## src/rtl/shift_sequencer.sv

```systemverilog
`default_nettype none
// ============================================================================
// Module      : shift_unit_1b / shift_sequencer
// Description : Multi-cycle N-position shift/rotate controller stepping a
//               single 1-bit shifter once per clock, valid/ready on both ends.
// Revision    : 1.0 - initial release
// ============================================================================

module shift_unit_1b (
    input  logic [7:0] i_data,
    input  logic [1:0] i_sel,
    output logic [7:0] o_data
);
    always_comb begin
        o_data = i_data;
        case (i_sel)
            2'b00:   o_data = {1'b0, i_data[7:1]};
            2'b01:   o_data = {i_data[6:0], 1'b0};
            2'b10:   o_data = {i_data[0], i_data[7:1]};
            default: o_data = {i_data[6:0], i_data[7]};
        endcase
    end
endmodule

module shift_sequencer #(
    parameter int AMT_W     = 4,
    parameter int FAST_ZERO = 1
) (
    input  logic             clk,
    input  logic             rst,
    input  logic             start_valid,
    output logic             start_ready,
    input  logic [7:0]       A,
    input  logic [1:0]       shifter_Sel,
    input  logic [AMT_W-1:0] amount,
    input  logic             abort,
    output logic             res_valid,
    input  logic             res_ready,
    output logic [7:0]       result,
    output logic             busy
);
    localparam int c_CW = (AMT_W > 3) ? AMT_W : 3;

    localparam logic [1:0] c_IDLE  = 2'd0;
    localparam logic [1:0] c_SHIFT = 2'd1;
    localparam logic [1:0] c_DONE  = 2'd2;

    logic [1:0]      r_state;
    logic [7:0]      r_data;
    logic [c_CW-1:0] r_cnt;
    logic [1:0]      r_op;
    logic            r_start_ready;
    logic            r_res_valid;
    logic            r_busy;
    logic [7:0]      r_result;

    logic [c_CW-1:0] w_amt;
    logic [c_CW-1:0] w_n;
    logic            w_big;
    logic            w_zero_load;
    logic [7:0]      w_load;
    logic [7:0]      w_shift;

    shift_unit_1b u_shifter (
        .i_data (r_data),
        .i_sel  (r_op),
        .o_data (w_shift)
    );

    // Effective step count: rotates wrap mod 8, over-long logical shifts may
    // short-circuit straight to a zero result.
    always_comb begin
        w_amt       = c_CW'(amount);
        w_big       = (32'(w_amt) >= 32'd8);
        w_zero_load = !shifter_Sel[1] && w_big && (FAST_ZERO != 0);
        w_load      = w_zero_load ? 8'h00 : A;
        if (shifter_Sel[1]) begin
            w_n = c_CW'(w_amt[2:0]);
        end else if (w_zero_load) begin
            w_n = '0;
        end else begin
            w_n = w_amt;
        end
    end

    always_ff @(posedge clk) begin
        if (rst) begin
            r_state       <= c_IDLE;
            r_data        <= 8'h00;
            r_cnt         <= '0;
            r_op          <= 2'b00;
            r_start_ready <= 1'b1;
            r_res_valid   <= 1'b0;
            r_busy        <= 1'b0;
            r_result      <= 8'h00;
        end else begin
            case (r_state)
                c_IDLE: begin
                    if (start_valid) begin
                        r_op          <= shifter_Sel;
                        r_cnt         <= w_n;
                        r_data        <= w_load;
                        r_start_ready <= 1'b0;
                        r_busy        <= 1'b1;
                        if (w_n == '0) begin
                            r_state     <= c_DONE;
                            r_res_valid <= 1'b1;
                            r_result    <= w_load;
                        end else begin
                            r_state     <= c_SHIFT;
                        end
                    end
                end
                c_SHIFT: begin
                    if (abort) begin
                        r_state       <= c_IDLE;
                        r_data        <= 8'h00;
                        r_cnt         <= '0;
                        r_start_ready <= 1'b1;
                        r_busy        <= 1'b0;
                    end else begin
                        r_data <= w_shift;
                        r_cnt  <= r_cnt - c_CW'(1);
                        if (r_cnt == c_CW'(1)) begin
                            r_state     <= c_DONE;
                            r_res_valid <= 1'b1;
                            r_result    <= w_shift;
                        end
                    end
                end
                c_DONE: begin
                    // abort takes precedence over a simultaneous handoff
                    if (abort || res_ready) begin
                        r_state       <= c_IDLE;
                        r_start_ready <= 1'b1;
                        r_res_valid   <= 1'b0;
                        r_busy        <= 1'b0;
                        r_result      <= 8'h00;
                        if (abort) begin
                            r_data <= 8'h00;
                        end
                    end
                end
                default: begin
                    r_state       <= c_IDLE;
                    r_data        <= 8'h00;
                    r_cnt         <= '0;
                    r_start_ready <= 1'b1;
                    r_res_valid   <= 1'b0;
                    r_busy        <= 1'b0;
                    r_result      <= 8'h00;
                end
            endcase
        end
    end

    assign start_ready = r_start_ready;
    assign res_valid   = r_res_valid;
    assign busy        = r_busy;
    assign result      = r_result;

endmodule
`default_nettype wire

```

## config.mk

```make
export PLATFORM = sky130hd
export DESIGN_NAME = shift_sequencer
export DESIGN_NICKNAME = d
export VERILOG_FILES = /design/src/rtl/shift_sequencer.sv
export SDC_FILE = /design/constraint.sdc
export NUM_CORES = 1
export LEC_CHECK = 0
export BUFFER_PORTS_ARGS = -buffer_cell sky130_fd_sc_hd__clkbuf_2
export CORE_MARGIN = 10
export CORE_UTILIZATION = 30
export CTS_BUF_LIST = sky130_fd_sc_hd__clkbuf_4
export DETAILED_ROUTE_END_ITERATION = 7
export PLACE_DENSITY = 0.47
export SLEW_MARGIN = 5
export SYNTH_ARGS = -nofsm -noshare
export SYNTH_HDL_FRONTEND = slang
export SYNTH_SLANG_ARGS = --single-unit
```

## constraint.sdc

```tcl
create_clock -name clk -period 2.09 [get_ports clk]
set_input_delay 0.418 -clock clk [delete_from_list [all_inputs] [get_ports clk]]
set_output_delay 0.418 -clock clk [all_outputs]
set_load 0.02 [all_outputs]
```

==> impl_metrics.toml <==
[status]
run_status = "completed"

[synthesis]
synth-warning-count = 0
post_synth_inst_count = 168
synth-async-reset-ratio_pct = 0
mappedNetlistArea_um2 = 1470
synthesis.area_per_instance_um2 = 8.74
synth_enable_flop_cells = 0
synth.ff_latch_count = 27
netlist-cell-type-count = 35
net_count_of_the_mapped_netlist = 189
synth_top_flop_cell = "sky130_fd_sc_hd__dfxtp_1"
synth-seq-area-share_pct = 36.8

[route]
wl_per_instance_um = 15.8
routed_via_density = 5.19
dr_total_vias = 1364
detail_route.wirelength_um = 4150
detail_route.iter0.violations = 98
remaining_routing_drc_violations = 0
ant_nets = 0
drt-pass1-iter-count = 4

[global_routing]
met2_resource_use_gr_pct = 18.0
grt_use_total_pct = 10.4
overflow = 0
global_route.usage.met3_pct = 2.83
grt_pass1_vias = 1360
grt_first_pass_wirelength_um = 7060
grt_max_degree = 30
met1_usage_pct = 12.5
antenna_violations_before_repair = 0
grt_busiest_layer = "met2"

[sta]
max-slew-margin-rel_pct = 57.3
achievable-frequency_mhz = 529
finalHoldViolations = 0
skew_ns = 0.00840
tns_ns = 0
timing.final.setup_violations = 0
rsz0062_at_grt = "no"
timing_max_transition_violations_final = 0
worst-slew-pin-transition_ns = 0.640
period_minus_slack_ns = 1.89
final_min_period_over_clock_period_pct = 90.4

[power_and_ir_drop]
ir_worst_vdd_mv = 0.306
power.leakage_uw = 0.000670
power_density_nw_per_um2 = 868

[die]
floorplan.initialDensity_pct = 31.1
io_pins = 30
fp.dieArea_um2 = 8090
core.rowCount = 25
chipHeight_um = 89.9
die-width_um = 89.9
core-area_um2 = 4720

[final_layout]
most_used_cells_in_the_layout_excluding_fill_and_tap_cells = "sky130_fd_sc_hd__clkbuf_2, sky130_fd_sc_hd__dfxtp_1, sky130_fd_sc_hd__a21oi_1"
fin_nets = 218
post-route-util_pct = 36.7
insertedDiodeCount = 0
drive_gt1_share_pct = 29.1
area_added_between_synthesis_and_finish_pct = 18.0
n_fill_cell = 515
layout.cells.most_common = "sky130_fd_sc_hd__clkbuf_2"

[setup_path]
critical-path-top-delay-family = "simple AND/OR/NAND/NOR gates"
worst_ep_required_time_ns = 2.28
crit_type = "reg2reg"
cp-end-kind = "flip-flop"
cp_slowest_cell = "sky130_fd_sc_hd__or4b_4"
worstSetupStartpointType = "flip-flop"
path_cells = "inv_1 -> ha_1 -> or4b_4 -> a32oi_4 -> and2_1 -> a211oi_1"
regToRegSetupSlack_ns = 0.20
path_buf_inv = 1
signal_arrival_time_at_the_worst_endpoint_ns = 2.08
cp_max_fo = 8
max_stage_delay_ns = 0.48

[clock_network]
post_cts_resize_count = 0
cts_buffers = 3
postCtsSetupRepairBufs = 0
clk_path_buf_depth = 2
clock_tree.root_cell = "sky130_fd_sc_hd__clkbuf_4"
tritoncts_num_sinks = 27
cts_tree = "built"
ctsHtreeMaxLevel = 1
clock_latency_ns = 0.32
cts.reportedPaths.clkPinSlew_ns = 0.15
postCtsHoldBufs = 0

[place]
hpwlAfterDp_um = 3250
routabilityCongestion = 0.801
place.port_buffers = 29

[hold_path]
min-delay-path-class = "in2reg"

[job]
maxCapViolations = 0
## logic make-up after synthesis
group | after synthesis | synth area share (%)
simple gates | 49 | 17.7
flops | 27 | 36.8
fa+ha+maj | 2 | 1.70
buf+inv | 19 | 5.80
xor+xnor | 1 | 0.597
mux | 7 | 5.29
compound gates | 63 | 32.1
## cell type report
type,count,area (um^2),area share (%)
sequential,27,541,31.2
tap,67,83.8,4.84
clock buffer,4,30.0,1.73
multi-input combinational,122,842,48.6
timing repair buffer,39,220,12.7
inverter,4,15.0,0.867
## path summary, 6_finish.rpt
kind	start	endpoint	depth (start not counted)
worst min register to register	r_cnt[1]	r_cnt[1]	2
worst min-delay path	shifter_Sel[0]	r_op[0]	3
worst max register to register	r_cnt[1]	result[2]	6
worst max-delay path	r_cnt[1]	result[2]	6
## synth_stat cells, types with 4 or more instances
| cell type | count | share of area, % |
|---|---|---|
| sky130_fd_sc_hd__o21ai_0 | 6 | 2.0 |
| sky130_fd_sc_hd__nand2b_1 | 4 | 1.7 |
| sky130_fd_sc_hd__buf_2 | 4 | 1.4 |
| sky130_fd_sc_hd__a32oi_1 | 13 | 7.8 |
| sky130_fd_sc_hd__nor3_1 | 5 | 1.7 |
| sky130_fd_sc_hd__nand2_1 | 9 | 2.3 |
| sky130_fd_sc_hd__a2bb2oi_1 | 7 | 4.2 |
| sky130_fd_sc_hd__nand3_1 | 5 | 1.7 |
| sky130_fd_sc_hd__inv_1 | 4 | 1.0 |
| sky130_fd_sc_hd__mux2_2 | 6 | 4.6 |
| sky130_fd_sc_hd__nor2_1 | 13 | 3.3 |
| sky130_fd_sc_hd__clkbuf_1 | 8 | 2.0 |
| sky130_fd_sc_hd__dfxtp_1 | 27 | 37 |
| sky130_fd_sc_hd__a211oi_1 | 8 | 4.1 |
| sky130_fd_sc_hd__a21oi_1 | 19 | 6.5 |
## power by group
| group | switching, uW | internal [uW] | leakage (uW) | total [uW] |
|---|---|---|---|---|
| Combinational | 348 | 259 | 0.000430 | 606 |
| Clock | 154 | 87.6 | 0.0000184 | 241 |
| Sequential | 63.9 | 592 | 0.000222 | 656 |
| Total | 565 | 938 | 0.000670 | 1500 |
## layer usage
layer | vias up | part of all wire, %
li1 | 683 | -
met1 | 651 | 44
met2 | 26 | 51
met3 | 4 | 4.0
met4 | 0 | 0.70
met5 | - | 0
## worst reg2reg max path, delay by kind of cell, from the launching register on
kind / cells / cell delay [ns]
compound gates: 2 / 0.30
fa+ha+maj: 1 / 0.16
buf+inv: 1 / 0.09
flops: 1 / 0.35
simple gates: 2 / 0.86
## state kept, by name, summed over array words and instances, names as in the netlist
signal and flops:
busy 1, r_cnt 4, r_data 8, r_op 2, r_state 2, res_valid 1, result 8, start_ready 1
## through the flow
stage / hold slack (ns) / total power [uW] / instances / instance area, um^2 / setup slack [ns]
after floorplan: 0.449 / 1090 / 168 / 1470 / 0.314
after global placement: 0.460 / 1260 / 259 / 1700 / 0.167
after detailed placement: 0.462 / 1280 / 259 / 1700 / 0.108
after CTS: 0.291 / 1530 / 263 / 1730 / 0.191
after global routing: 0.299 / 1610 / 263 / 1730 / 0.0671
final: 0.303 / 1500 / 263 / 1730 / 0.201
(Power assumes the default switching activity.)
